--- src/rtl/switch_pkg.sv ---
// Shared switch-fabric types: arbiter FSM state encoding and default port count.
package switch_pkg;

    localparam int unsigned N_REQ_DEFAULT = 4;

    typedef enum logic [1:0] {
        IDLE  = 2'd0,
        GRANT = 2'd1,
        XFER  = 2'd2
    } arb_state_e;

endpackage

--- src/rtl/port_rr_arbiter_if.sv ---
// Request/grant bundle between the input ports and one output-port arbiter.
// PORT_ARB_STATS_EN adds the stats_clr / grant_cnt statistics signals.
interface port_rr_arbiter_if
    import switch_pkg::*;
#(
    parameter int unsigned N_REQ = N_REQ_DEFAULT
);
    localparam int unsigned SEL_W = $clog2(N_REQ);

    logic                 enable;
    logic [N_REQ-1:0]     req;
    logic [N_REQ-1:0]     grant;
    logic [SEL_W-1:0]     mux_select;
    logic                 arb_active;
    logic                 busy;
`ifdef PORT_ARB_STATS_EN
    logic                 stats_clr;
    logic [N_REQ*16-1:0]  grant_cnt;

    modport master (
        output enable, req, stats_clr,
        input  grant, mux_select, arb_active, busy, grant_cnt
    );

    modport slave (
        input  enable, req, stats_clr,
        output grant, mux_select, arb_active, busy, grant_cnt
    );
`else
    modport master (
        output enable, req,
        input  grant, mux_select, arb_active, busy
    );

    modport slave (
        input  enable, req,
        output grant, mux_select, arb_active, busy
    );
`endif

endinterface

--- src/rtl/port_rr_arbiter_rr_pick.sv ---
// Combinational round-robin select: first asserted req at or after last_winner+1, with wrap.
module rr_pick
    import switch_pkg::*;
#(
    parameter int unsigned N_REQ = N_REQ_DEFAULT,
    localparam int unsigned SEL_W = $clog2(N_REQ)
)(
    input  logic [N_REQ-1:0] req,
    input  logic [SEL_W-1:0] last_winner,
    output logic [SEL_W-1:0] winner,
    output logic             any_req
);

    logic [SEL_W-1:0] idx;

    always_comb begin
        winner  = '0;
        any_req = 1'b0;
        idx     = '0;
        for (int unsigned i = 1; i <= N_REQ; i++) begin
            idx = SEL_W'((32'(last_winner) + i) % N_REQ);
            if (!any_req && req[idx]) begin
                winner  = idx;
                any_req = 1'b1;
            end
        end
    end

endmodule

--- src/rtl/port_rr_arbiter.sv ---
// Per-output-port round-robin arbiter: IDLE -> GRANT (1 cycle) -> XFER (HOLD_CYCLES) -> IDLE.
// PORT_ARB_STATS_EN adds saturating per-requester grant counters with synchronous clear.
module port_rr_arbiter
    import switch_pkg::*;
#(
    parameter int unsigned N_REQ       = N_REQ_DEFAULT,
    parameter int unsigned HOLD_CYCLES = 1
)(
    input  logic             clk,
    input  logic             rst_n,
    port_rr_arbiter_if.slave arb
);
    localparam int unsigned SEL_W = $clog2(N_REQ);

    if (HOLD_CYCLES < 1 || HOLD_CYCLES > 15) begin : g_bad_hold
        $error("port_rr_arbiter: HOLD_CYCLES must be in 1..15");
    end
    if (N_REQ < 2) begin : g_bad_nreq
        $error("port_rr_arbiter: N_REQ must be at least 2");
    end

    arb_state_e       state_q, state_d;
    logic [SEL_W-1:0] winner_q, winner_d;
    logic [SEL_W-1:0] last_q, last_d;
    logic [SEL_W-1:0] pick;
    logic             pick_valid;
    logic [3:0]       cnt_q, cnt_d;
    logic [N_REQ-1:0] grant;
    logic             arb_active;

    rr_pick #(.N_REQ(N_REQ)) u_pick (
        .req         (arb.req),
        .last_winner (last_q),
        .winner      (pick),
        .any_req     (pick_valid)
    );

    always_ff @(posedge clk or negedge rst_n) begin
        if (!rst_n) begin
            state_q  <= IDLE;
            winner_q <= '0;
            last_q   <= SEL_W'(N_REQ - 1);
            cnt_q    <= '0;
        end else begin
            state_q  <= state_d;
            winner_q <= winner_d;
            last_q   <= last_d;
            cnt_q    <= cnt_d;
        end
    end

    always_comb begin
        state_d    = state_q;
        winner_d   = winner_q;
        last_d     = last_q;
        cnt_d      = cnt_q;
        grant      = '0;
        arb_active = 1'b0;
        unique case (state_q)
            IDLE: begin
                if (arb.enable && pick_valid) begin
                    winner_d = pick;
                    state_d  = GRANT;
                end
            end
            GRANT: begin
                arb_active      = 1'b1;
                // A winner that withdrew its request aborts without moving the pointer.
                grant[winner_q] = arb.req[winner_q];
                if (arb.req[winner_q]) begin
                    last_d  = winner_q;
                    cnt_d   = 4'(HOLD_CYCLES - 1);
                    state_d = XFER;
                end else begin
                    state_d = IDLE;
                end
            end
            XFER: begin
                arb_active = 1'b1;
                if (cnt_q == '0) state_d = IDLE;
                else             cnt_d   = cnt_q - 4'd1;
            end
            default: state_d = IDLE;
        endcase
    end

    assign arb.grant      = grant;
    assign arb.mux_select = winner_q;
    assign arb.arb_active = arb_active;
    assign arb.busy       = (state_q != IDLE);

`ifdef PORT_ARB_STATS_EN
    logic [N_REQ-1:0][15:0] stat_q;

    always_ff @(posedge clk or negedge rst_n) begin
        if (!rst_n) begin
            stat_q <= '0;
        end else if (arb.stats_clr) begin
            stat_q <= '0;
        end else begin
            for (int unsigned i = 0; i < N_REQ; i++) begin
                if (grant[i] && stat_q[i] != '1) stat_q[i] <= stat_q[i] + 16'd1;
            end
        end
    end

    assign arb.grant_cnt = stat_q;
`endif

endmodule

--- src/flat_wrapper.sv ---
// flat-port wrapper written by rule: the top's interface ports become plain ports
module port_rr_arbiter_flat import switch_pkg::*;
#(
    parameter int unsigned N_REQ       = N_REQ_DEFAULT,
    parameter int unsigned HOLD_CYCLES = 1
)
  (clk, rst_n, arb_enable, arb_req, arb_grant, arb_mux_select, arb_arb_active, arb_busy);
  port_rr_arbiter_if #(.N_REQ(N_REQ)) arb_i ();
  input  logic clk;
  input  logic rst_n;
  input wire logic [$bits(arb_i.enable)-1:0] arb_enable;
  input wire logic [$bits(arb_i.req)-1:0] arb_req;
  output wire logic [$bits(arb_i.grant)-1:0] arb_grant;
  output wire logic [$bits(arb_i.mux_select)-1:0] arb_mux_select;
  output wire logic [$bits(arb_i.arb_active)-1:0] arb_arb_active;
  output wire logic [$bits(arb_i.busy)-1:0] arb_busy;
  assign arb_i.enable = arb_enable;
  assign arb_i.req = arb_req;
  assign arb_grant = arb_i.grant;
  assign arb_mux_select = arb_i.mux_select;
  assign arb_arb_active = arb_i.arb_active;
  assign arb_busy = arb_i.busy;
  port_rr_arbiter #(.N_REQ(N_REQ), .HOLD_CYCLES(HOLD_CYCLES)) u_core (.clk(clk), .rst_n(rst_n), .arb(arb_i));
endmodule
--- config.mk ---
export PLATFORM = sky130hd
export DESIGN_NAME = port_rr_arbiter_flat
export DESIGN_NICKNAME = d
export VERILOG_FILES = /design/src/rtl/switch_pkg.sv /design/src/rtl/port_rr_arbiter_if.sv /design/src/rtl/port_rr_arbiter_rr_pick.sv /design/src/rtl/port_rr_arbiter.sv /design/src/flat_wrapper.sv
export SDC_FILE = /design/constraint.sdc
export NUM_CORES = 1
export LEC_CHECK = 0
export BUFFER_PORTS_ARGS = -buffer_cell sky130_fd_sc_hd__buf_2
export CORE_MARGIN = 2
export CORE_UTILIZATION = 56
export DETAILED_ROUTE_END_ITERATION = 10
export GPL_TIMING_DRIVEN = 0
export PLACE_DENSITY = 0.83
export SKIP_LAST_GASP = 1
export SLEW_MARGIN = 5
export SYNTH_ARGS = -nofsm -noshare
export SYNTH_HDL_FRONTEND = slang
export SYNTH_HIERARCHICAL = 1
export SYNTH_SLANG_ARGS = --single-unit
--- constraint.sdc ---
create_clock -name clk -period 5.4 [get_ports clk]
set_input_delay 1.62 -clock clk [delete_from_list [all_inputs] [get_ports clk]]
set_output_delay 1.62 -clock clk [all_outputs]
set_load 0.01 [all_outputs]
Word-level counts from Yosys, hierarchy flattened
Index checks and enable logic that the tools add are counted.
- flip-flop bits (word level): 10
- logic and storage cells: 68
- bitwise operators: 1
- multiplexer cells: 29
- $add $sub $neg: 5
- $lt $le $gt $ge: 6
- reduce and logical (&&, ||, !) cells: 17
- equal/unequal tests: 6
- operators by type and width (operator ; count):
    less-than comparator 2 x 3 -> 1 bit, second input constant ; 5
    2-to-1 mux 2 bit ; 7
    2-to-1 mux 4 bit ; 3
    2-to-1 mux 1 bit ; 11
    binary-select mux 1 bit (select 2 bit) ; 5
    case mux 4 bit (2 select lines) ; 1
    != test 2 x 1 -> 1 bit, second input constant ; 3
    case mux 2 bit (3 select lines) ; 1
    AND reduction 2 bit ; 3
    logical AND 1 bit ; 5
    adder 2 x 1 -> 2 bit, second input constant ; 2
    adder 2 bit, second input constant ; 2
    AND 4 bit ; 1
    logical NOT 4 bit ; 1
    nonzero test 2 bit ; 2
    subtractor 4 x 1 -> 4 bit, second input constant ; 1
    logical NOT 1 bit ; 3
    AND reduction 3 bit ; 1
    demux 1 bit (select 2 bit) ; 1
    equality test 2 x 1 -> 1 bit, second input constant ; 1
    equality test 2 bit, second input constant ; 1
    >= comparator 2 x 1 -> 1 bit, second input constant ; 1
    logical NOT 2 bit ; 1
    != test 2 bit, second input constant ; 1
    OR reduction 2 bit ; 1

Depth between registers and ports, before layout
Gate-level depths: netlist of the first run.
- word-level depth: 16
- depth in mapped cells: 7

By module
Netlist of the first run, hierarchy kept.
- by module, submodules not included (module ; area an instance (sq um) ; cells each ; instances):
    port_rr_arbiter ; 638.1 ; 71 ; 1
    rr_pick ; 91.3 ; 14 ; 1

Worst setup path after synthesis of the first run
OpenSTA, ideal clock, no wires.
- path type: input port to output port
- from: in arb_req[3]
- to: out arb_grant[3]
- data required time: 3.780 ns
- cell stages on the path: 3
- path slack: 1.210 ns
- data arrival time: 2.570 ns
- buffers on the path: 0
- cell sequence: mux4_2 -> and2_1 -> and3_1
- longest elaborated chain between the ends: 4
- RTL lines (element ; line ; text):
    start: declaration ; flat_wrapper.sv:12 ; input wire logic [$bits(arb_i.req)-1:0] arb_req;
    binary-select mux 1 bit (select 2 bit) ; port_rr_arbiter.sv:69 ; grant[winner_q] = arb.req[winner_q];
    2-to-1 mux 1 bit (not written as such) ; port_rr_arbiter.sv:69 ;
    AND 4 bit (no source line) ; -- ;
    2-to-1 mux 4 bit ; port_rr_arbiter.sv:59 ; unique case (state_q)
    end: declaration ; flat_wrapper.sv:13 ; output wire logic [$bits(arb_i.grant)-1:0] arb_grant;
Every way passes these cells. The select of a mux whose other input is x is not followed.

Worst setup path after layout of the first run
Same ends and word-level chain as after synthesis.

==> results of run 1 <==
## cells by family (layout without fill, tap and decap cells)
group / count (synthesis) / after routing / synth area share
compound gates: 21 / 21 / 0.2024
fa+ha+maj: 6 / 6 / 0.1029
buf+inv: 10 / 28 / 0.05145
flops: 10 / 10 / 0.3465
mux: 4 / 4 / 0.07547
simple gates: 34 / 34 / 0.2213
## synthesized netlist by cell type, drive strengths merged, types with 2 or more instances
library cell and count:
nand2 12, inv 9, dfrtp 8, nor2 8, a21oi 6, ha 6
nand2b 4, o21ai 4, nor3 3, dfstp 2, mux2 2, nand3 2
## per-layer routing
metal / up-vias / track usage / routed length [µm]
met5: - / 0 / 0
met4: 0 / 0.07759 / 6
met3: 2 / 0.05000 / 43
met2: 12 / 0.3347 / 751
met1: 315 / 0.2692 / 714
li1: 336 / - / -
## registers in the layout, summed over array words and instances (netlist names)
register               count
u_core/state_q             2
u_core/last_q              2
u_core/arb.mux_select      2
u_core/cnt_q               4
## per-stage QoR
step,worst slack (ns),cells
final,0.8951,118
after global routing,0.8551,118
after CTS,0.9012,118
after detailed placement,0.8924,114
after global placement,0.9138,114
after floorplan,1.210,85
## cell type report
cell class	count	area (µm²)
repair buffers	14	70.07
well taps	15	18.77
fillers	108	407.9
inverters	9	33.78
multi-input cells	65	439.2
flip-flops and latches	10	252.7
clock buffers	4	26.28
plain buffers	1	3.754
## power breakdown
part / switching, mW / total (mW) / internal [mW]
logic: 0.133 / 0.233 / 0.100
registers: 0.0335 / 0.143 / 0.109
clock network: 0.0266 / 0.0551 / 0.0285
total: 0.193 / 0.431 / 0.238
## worst min-delay path, cell delays in order, from the launching register on
cell,delay [ns]
dfstp_2,0.39
nand2_1,0.06
nand2_1,0.05
## worst min path at each step
stage	cells after the start	to
6_report	2	u_core/last_q[0]$_DFFE_PN1P_
5_1_grt	2	u_core/last_q[0]$_DFFE_PN1P_
4_1_cts	2	u_core/last_q[1]$_DFFE_PN1P_
3_5_place_dp	2	u_core/last_q[1]$_DFFE_PN1P_
3_3_place_gp	2	u_core/last_q[0]$_DFFE_PN1P_
2_1_floorplan	2	u_core/last_q[0]$_DFFE_PN1P_
==> results.sh, run 1 <==
export IMPL_synth_async_sr_flop_share=1.000
export IMPL_post_cts_setup_buffers=0
export IMPL_grt_pass1_vias=527
export IMPL_drive_gt1_frac=0.2524
export IMPL_io_buffer_count=14
export IMPL_crit_buf_inv=2
export IMPL_route_detailed_drc=0
export IMPL_syn_inst=85
export IMPL_slew_headroom=0.5322
export IMPL_peakVddDrop_v=0.0002616
export IMPL_place_area_um2=818.3
export IMPL_p_leak_nw=0.4039
export IMPL_cts_max_level=1
export IMPL_routed_wl_mm=1.515
export IMPL_die_y_um=40.09
export IMPL_cts_resized=0
export IMPL_syn_area_um2=729.5
export IMPL_crit_chain="buf_2 > mux4_2 > and2_1 > and3_1 > buf_2"
export IMPL_synth_avg_cell_area_um2=8.582
export IMPL_critPathSlowestCell="mux4_2"
export IMPL_clockBufferDepth=2
export IMPL_dr_pass1_iters=4
export IMPL_ys_warnings_count=6
export IMPL_netlist_area_leader_share=0.2744
export IMPL_hold_path_class="reg -> reg"
export IMPL_die_w_um=40.09
export IMPL_cp_start_kind="primary input"
export IMPL_cts_root_buffer="clkbuf_4"
export IMPL_layout_common_cells="buf_2, nand2_1, inv_1"
export IMPL_clk_latency_ns=0.27
export IMPL_postCtsHoldBufs=0
export IMPL_synth_seq_cells=10
export IMPL_syn_nets=98
export IMPL_die_area_um2=1607
export IMPL_hold_ws_ns=0.5037
export IMPL_critPathMostFrequentCell="buf_2"
export IMPL_regToRegSetupSlack_ns=3.42
export IMPL_fin_area_um2=844.6
export IMPL_initial_core_util=0.5824
export IMPL_worstReg2RegStart="u_core/cnt_q[1]$_DFFE_PN0P_"
export IMPL_place_gp_congestion=0.8376
export IMPL_grtUsageTotal=0.2084
export IMPL_vias=665
export IMPL_yosysTopAreaCell="dfrtp_1"
export IMPL_tightest_slew_ns=0.7002
export IMPL_fin_util=0.6743
export IMPL_synth_area_top_cells="dfrtp_1, ha_1, dfstp_2, nand2_1, inv_1"
export IMPL_slew_viol_final=0
export IMPL_hp_start="u_core/last_q[0]$_DFFE_PN1P_"
export IMPL_synth_flop_cell="dfrtp_1"
export IMPL_r2r_cells=6
export IMPL_overflow=0
export IMPL_core_area_um2=1252
export IMPL_cp_top_family="multiplexers"
export IMPL_via_per_inst=5.636
export IMPL_ys_types=33
export IMPL_syn_to_final_growth_pct=15.78
export IMPL_setup_viol=0
export IMPL_antenna_cells=0
export IMPL_io_pins=15
export IMPL_cts_made_buffers=3
export IMPL_antenna_left=0
export IMPL_cap_violations=0
export IMPL_antenna_found_initial=0
export IMPL_nets=117
export IMPL_wl_per_cell_um=12.84
export IMPL_drt_iter0_drc=5
export IMPL_fmax_mhz=222.0
export IMPL_crit_required_ns=3.78
export IMPL_power_total_mw=0.4310
export IMPL_synth_edff_count=0
export IMPL_period_share=0.8342
export IMPL_grt_max_degree=11
export IMPL_crit_path_end="arb_grant[3]"
export IMPL_mostFrequentLayoutCell="buf_2"
export IMPL_hold_viol=0
export IMPL_grt_pass1_wl_mm=2.208
export IMPL_critPathMaxFanout=8
export IMPL_seq_area_frac_synth=0.3465
export IMPL_path_depth=5
export IMPL_worst_path_largest_cell_delay_ns=0.57
export IMPL_powerDensity_nw_per_um2=510.3
export IMPL_dp_hpwl_mm=1.198
export IMPL_crit_arrival_ns=2.88
export IMPL_cts_clk_slew_worst_paths_ns=0.06
export IMPL_r2r_end="u_core/cnt_q[1]$_DFFE_PN0P_"
export IMPL_critPathKind="in -> out"
export IMPL_row_count=13
export IMPL_status="complete, no violations"
export IMPL_finalCriticalPeriod_ns=4.505
export IMPL_rsz0062_at_grt="false"
export IMPL_cts_tree="done"
export IMPL_finalSetupTns_ns=0
export IMPL_clock_sinks=10
export IMPL_crit_path_start="arb_req[3]"
export IMPL_worst_clock_skew_ns=0.009548
export IMPL_critPathCaptureType="output pin"
Power figures use the tool's default switching activity.
==> inputs of run 2 (changes only) <==
--- a/config.mk
+++ b/config.mk
@@ -7,10 +7,10 @@
 export LEC_CHECK = 0
 export BUFFER_PORTS_ARGS = -buffer_cell sky130_fd_sc_hd__buf_2
 export CORE_MARGIN = 2
-export CORE_UTILIZATION = 56
+export CORE_UTILIZATION = 47
 export DETAILED_ROUTE_END_ITERATION = 10
 export GPL_TIMING_DRIVEN = 0
-export PLACE_DENSITY = 0.83
+export PLACE_DENSITY = 0.75
 export SKIP_LAST_GASP = 1
 export SLEW_MARGIN = 5
 export SYNTH_ARGS = -nofsm -noshare
==> constraint.sdc (replaced) <==
create_clock -name clk -period 3.62 [get_ports clk]
set_input_delay 1.086 -clock clk [delete_from_list [all_inputs] [get_ports clk]]
set_output_delay 1.086 -clock clk [all_outputs]
set_load 0.01 [all_outputs]
==> run 2 against run 1 <==
Combinational power increased by 49%; sequential share of layout area decreased by 0.39 points; first-iteration DRC count rose to 3.2 times the previous value; cell area rose by 1.3%; register-to-register slack lost 1.7 ns; global-route usage fell by 0.11 points; flip-flop and latch count unchanged; critical path type unchanged; critical endpoint unchanged; highest routed layer unchanged.
==> results.sh, run 2 (synthesized netlist as in run 1, its figures left out) <==
export IMPL_critPathMaxFanout=8
export IMPL_cts_max_level=1
export IMPL_die_area_um2=1883
export IMPL_crit_arrival_ns=2.34
export IMPL_hold_viol=0
export IMPL_drive_gt1_frac=0.2621
export IMPL_post_cts_setup_buffers=0
export IMPL_dr_pass1_iters=4
export IMPL_place_gp_congestion=0.8778
export IMPL_largest_reg_flops=4
export IMPL_worst_clock_skew_ns=0.004653
export IMPL_slew_headroom=0.5768
export IMPL_grt_pass1_vias=666
export IMPL_antenna_cells=0
export IMPL_die_w_um=43.40
export IMPL_tightest_slew_ns=0.6335
export IMPL_antenna_found_initial=0
export IMPL_cts_root_buffer="clkbuf_4"
export IMPL_drt_iter0_drc=16
export IMPL_status="complete, no violations"
export IMPL_largest_register="u_core/cnt_q"
export IMPL_rsz0062_at_grt="false"
export IMPL_routed_wl_mm=1.583
export IMPL_syn_to_final_growth_pct=17.32
export IMPL_cap_violations=0
export IMPL_p_leak_nw=0.4099
export IMPL_grtUsageTotal=0.2073
export IMPL_critPathCaptureType="output pin"
export IMPL_antenna_left=0
export IMPL_peakVddDrop_v=0.0003797
export IMPL_slew_viol_final=0
export IMPL_fill_cells=138
export IMPL_hold_path_depth=2
export IMPL_layout_common_cells="buf_2, nand2_1, inv_1"
export IMPL_period_share=0.9473
export IMPL_via_per_inst=5.647
export IMPL_wl_per_cell_um=13.30
export IMPL_hold_path_class="reg -> reg"
export IMPL_finalCriticalPeriod_ns=3.429
export IMPL_core_area_um2=1471
export IMPL_grt_pass1_wl_mm=2.863
export IMPL_multiInputGateArea_um2=439.2
export IMPL_cts_clk_slew_worst_paths_ns=0.06
export IMPL_io_pins=15
export IMPL_nets=117
export IMPL_dp_hpwl_mm=1.249
export IMPL_cp_start_kind="primary input"
export IMPL_postCtsHoldBufs=0
export IMPL_cts_resized=0
export IMPL_vias=672
export IMPL_critPathKind="in -> out"
export IMPL_io_buffer_count=14
export IMPL_powerDensity_nw_per_um2=776.2
export IMPL_setup_viol=0
export IMPL_row_count=14
export IMPL_route_detailed_drc=0
export IMPL_overflow=0
export IMPL_cts_tree="done"
export IMPL_clock_sinks=10
export IMPL_die_y_um=43.40
export IMPL_initial_core_util=0.4957
export IMPL_finalSetupTns_ns=0
export IMPL_power_total_mw=0.6643
export IMPL_crit_required_ns=2.53
export IMPL_grt_max_degree=11
export IMPL_fmax_mhz=291.6
export IMPL_clk_latency_ns=0.27
export IMPL_cts_made_buffers=3
export IMPL_r2r_cells=6
export IMPL_mostFrequentLayoutCell="buf_2"
export IMPL_seqCellArea_um2=252.7
export IMPL_clockBufferDepth=2
-- run 2: final timing paths --
check,endpoint,slack (ns),start
setup / recovery,arb_grant[3],0.19,arb_req[3]
hold / removal,u_core/last_q[0]$_DFFE_PN1P_,0.49,u_core/last_q[0]$_DFFE_PN1P_
setup reg to reg,u_core/cnt_q[1]$_DFFE_PN0P_,1.72,u_core/cnt_q[1]$_DFFE_PN0P_
hold reg to reg,u_core/last_q[0]$_DFFE_PN1P_,0.49,u_core/last_q[0]$_DFFE_PN1P_
max in group asynchronous,u_core/last_q[0]$_DFFE_PN1P_,2.69,rst_n
min in group asynchronous,u_core/arb.mux_select[0]$_DFFE_PN0P_,0.66,rst_n
-- run 2: layer usage --
layer,track usage,part of all wire,up-vias
met4,0.07273,0.0057,0
met5,0,0,-
met3,0.06250,0.038,2
met2,0.3701,0.53,11
li1,-,-,335
met1,0.2332,0.42,324
-- run 2: report_power, final --
| part | switching, mW | total [mW] | internal [mW] | leakage, nW |
|---|---|---|---|---|
| logic | 0.197 | 0.347 | 0.150 | 0.265 |
| registers | 0.0523 | 0.216 | 0.163 | 0.124 |
| clock network | 0.0408 | 0.102 | 0.0612 | 0.0210 |
| total | 0.290 | 0.664 | 0.374 | 0.410 |
-- run 2: layout make-up --
type | count | area share
inverter | 9 | 0.03947
sequential | 10 | 0.2953
multi-input combinational | 65 | 0.5132
buffer | 1 | 0.004386
timing repair buffer | 14 | 0.08187
tap | 16 | 0.02339
clock buffer | 4 | 0.04240
-- run 2: through the flow --
step | util | instances | setup slack (ns) | cell area (µm²) | hold slack [ns]
after floorplan | - | 85 | 0.4977 | 729.5 | 0.4598
after global placement | 0.5570 | 115 | 0.1961 | 819.5 | 0.4770
after detailed placement | 0.5570 | 115 | 0.1969 | 819.5 | 0.4791
after CTS | 0.5816 | 119 | 0.1941 | 855.8 | 0.4900
after global routing | 0.5816 | 119 | 0.1253 | 855.8 | 0.5096
final | 0.5816 | 119 | 0.1908 | 855.8 | 0.4874
-- run 2: critical path: stages --
cell,delay [ns]
buf_2,0.13
mux4_2,0.58
and2_1,0.24
and3_1,0.18
buf_2,0.13
==> inputs of run 3 (changes only) <==
--- a/config.mk
+++ b/config.mk
@@ -7,13 +7,12 @@
 export LEC_CHECK = 0
 export BUFFER_PORTS_ARGS = -buffer_cell sky130_fd_sc_hd__buf_2
 export CORE_MARGIN = 2
-export CORE_UTILIZATION = 47
+export CORE_UTILIZATION = 46
 export DETAILED_ROUTE_END_ITERATION = 10
 export GPL_TIMING_DRIVEN = 0
-export PLACE_DENSITY = 0.75
+export PLACE_DENSITY = 0.74
 export SKIP_LAST_GASP = 1
 export SLEW_MARGIN = 5
 export SYNTH_ARGS = -nofsm -noshare
 export SYNTH_HDL_FRONTEND = slang
-export SYNTH_HIERARCHICAL = 1
 export SYNTH_SLANG_ARGS = --single-unit
==> constraint.sdc (replaced) <==
create_clock -name clk -period 3.62 [get_ports clk]
set_input_delay 0.181 -clock clk [delete_from_list [all_inputs] [get_ports clk]]
set_output_delay 0.181 -clock clk [all_outputs]
set_load 0.01 [all_outputs]
==> run 3 against run 2 <==
Worst setup slack better by 1.5 ns; wire length decreased by 12%; synthesized area down 8.6%; cell area shrank 6.3%; non-clock buffer count is the same; flip-flop and latch count unchanged; critical endpoint is now arb_grant[1].
==> results.sh, run 3 <==
export IMPL_status="complete, no violations"
export IMPL_finalCriticalPeriod_ns=1.952
export IMPL_io_buffer_count=14
export IMPL_grt_max_degree=11
export IMPL_largest_register="u_core.cnt_q"
export IMPL_drt_iter0_drc=2
export IMPL_die_y_um=42.08
export IMPL_setup_viol=0
export IMPL_ys_types=28
export IMPL_crit_required_ns=3.44
export IMPL_place_ws_ns=1.917
export IMPL_powerDensity_nw_per_um2=720.5
export IMPL_drive_gt1_frac=0.3023
export IMPL_clock_sinks=10
export IMPL_syn_area_um2=666.9
export IMPL_die_w_um=42.08
export IMPL_dp_hpwl_mm=1.019
export IMPL_worstReg2RegStart="u_core.arb.mux_select[0]$_DFFE_PN0P_"
export IMPL_grtUsageTotal=0.1764
export IMPL_synth_seq_cells=10
export IMPL_antenna_left=0
export IMPL_rsz0062_at_grt="false"
export IMPL_fin_util=0.6013
export IMPL_syn_to_final_growth_pct=20.26
export IMPL_antenna_found_initial=0
export IMPL_cap_violations=0
export IMPL_synth_common_cells="dfrtp_1, inv_1, o21ai_0"
export IMPL_syn_inst=67
export IMPL_slew_viol_final=0
export IMPL_cts_made_buffers=3
export IMPL_synth_avg_cell_area_um2=9.954
export IMPL_core_area_um2=1334
export IMPL_syn_nets=79
export IMPL_vias=573
export IMPL_row_count=13
export IMPL_cp_start_kind="flip-flop"
export IMPL_cts_root_buffer="clkbuf_4"
export IMPL_io_pins=15
export IMPL_peakVddDrop_v=0.0003087
export IMPL_critPathMaxFanout=8
export IMPL_via_per_inst=5.673
export IMPL_hold_viol=0
export IMPL_crit_arrival_ns=1.77
export IMPL_crit_path_start="u_core.arb.mux_select[0]$_DFFE_PN0P_"
export IMPL_initial_core_util=0.5000
export IMPL_period_share=0.5392
export IMPL_finalSetupTns_ns=0
export IMPL_routed_wl_mm=1.393
export IMPL_layout_common_cells="buf_2, inv_1, dfrtp_1"
export IMPL_cts_tree="done"
export IMPL_seqCellArea_um2=252.7
export IMPL_seq_area_frac_synth=0.3790
export IMPL_mostFrequentLayoutCell="buf_2"
export IMPL_largest_reg_flops=4
export IMPL_tightest_slew_ns=0.4718
export IMPL_fmax_mhz=512.3
export IMPL_synth_flop_cell="dfrtp_1"
export IMPL_setup_ws_ns=1.668
export IMPL_grt_pass1_wl_mm=2.401
export IMPL_synth_area_top_cells="dfrtp_1, ha_1, dfstp_2, o21ai_0, inv_1"
export IMPL_hold_path_class="in -> async"
export IMPL_power_total_mw=0.5779
export IMPL_ys_warnings_count=0
export IMPL_synth_async_sr_flop_share=1.000
export IMPL_dr_pass1_iters=4
export IMPL_netlist_area_leader_share=0.3002
export IMPL_slew_headroom=0.6813
export IMPL_die_area_um2=1770
export IMPL_dpl_cell_count=96
export IMPL_antenna_cells=0
export IMPL_critPathKind="reg -> out"
export IMPL_nets=99
export IMPL_p_leak_nw=0.3664
export IMPL_clk_latency_ns=0.27
export IMPL_cts_clk_slew_worst_paths_ns=0.07
export IMPL_place_gp_congestion=0.8614
export IMPL_yosysTopAreaCell="dfrtp_1"
export IMPL_overflow=0
export IMPL_fin_cells=101
export IMPL_grt_pass1_vias=556
export IMPL_synth_edff_count=0
export IMPL_clockBufferDepth=2
export IMPL_cts_max_level=1
export IMPL_wl_per_cell_um=13.79
export IMPL_route_detailed_drc=0
export IMPL_critPathCaptureType="output pin"
export IMPL_multiInputGateArea_um2=384.1
export IMPL_fill_cells=122
export IMPL_worst_clock_skew_ns=0.002578
==> run 3: changes by cell type in the layout (fill, tap and decap cells not counted), sizes merged, moves of 3 or more <==
cell | previous run | this run
nor2 | 8 | 1
nand2 | 12 | 3
o21ai | 4 | 7
nor2b | 0 | 3
==> run 3: area by class of cell <==
class                           count  share of cell area
Sequential cell                    10              0.3151
Inverter                            8             0.03744
Timing Repair Buffer               15             0.09984
Multi-Input combinational cell     49              0.4789
Clock buffer                        4             0.04524
Tap cell                           15             0.02340
==> run 3: what timing repair did <==
action,CTS,global route
buffers inserted,0,0
endpoints found under the hold margin,8,0
resized for setup,0,0
hold buffers,1,0
==> run 3: critical path, cell delays in order (launching register included) <==
cell and delay (ns):
dfrtp_1 0.48, mux4_2 0.58, nand2_1 0.22, nor3b_1 0.08, buf_2 0.15
==> run 3: worst paths after layout <==
check | end | slack (ns) | cells past startpoint
min in group clk | u_core.arb.mux_select[0]$_DFFE_PN0P_ | 0.29 | 3
min | u_core.state_q[1]$_DFFE_PN0P_ | 0.29 | 2
max | arb_grant[1] | 1.67 | 4
min reg2reg | u_core.cnt_q[0]$_DFFE_PN0P_ | 0.51 | 1
max reg2reg | u_core.last_q[1]$_DFFE_PN1N_ | 1.92 | 3
max in group asynchronous | u_core.last_q[1]$_DFFE_PN1N_ | 3.07 | 2
==> run 3: where the power goes <==
part / internal [mW] / switching [mW] / total [mW]
Sequential: 0.152 / 0.0430 / 0.195
Combinational: 0.130 / 0.147 / 0.277
Clock: 0.0611 / 0.0444 / 0.106
==> run 3: cells by family after synthesis <==
group,count (synthesis),share of synthesized area
AOI/OAI and AO/OA,19,0.1933
adders and majority gates,5,0.09381
buffers and inverters,8,0.04503
DFF,10,0.3790
muxes,5,0.09756
and+or+nand+nor,20,0.1914
==> run 3: per-layer routing <==
metal  global-route usage  wire length, µm  part of all wire  vias to the layer above
met5                    0                0                 0                        -
met4              0.07500               17             0.012                        0
met3              0.03879               72             0.052                        2
met2               0.3094              686              0.49                       20
met1               0.2053              618              0.44                      269
li1                     -                -                 -                      282
==> run 3: per-stage QoR <==
stage | instance area, µm² | hold slack, ns
floorplan | 666.9 | -0.1146
global placement | 755.7 | 0.05503
detailed placement | 755.7 | 0.05652
CTS | 802.0 | 0.2874
global route | 802.0 | 0.3106
finish | 802.0 | 0.2894
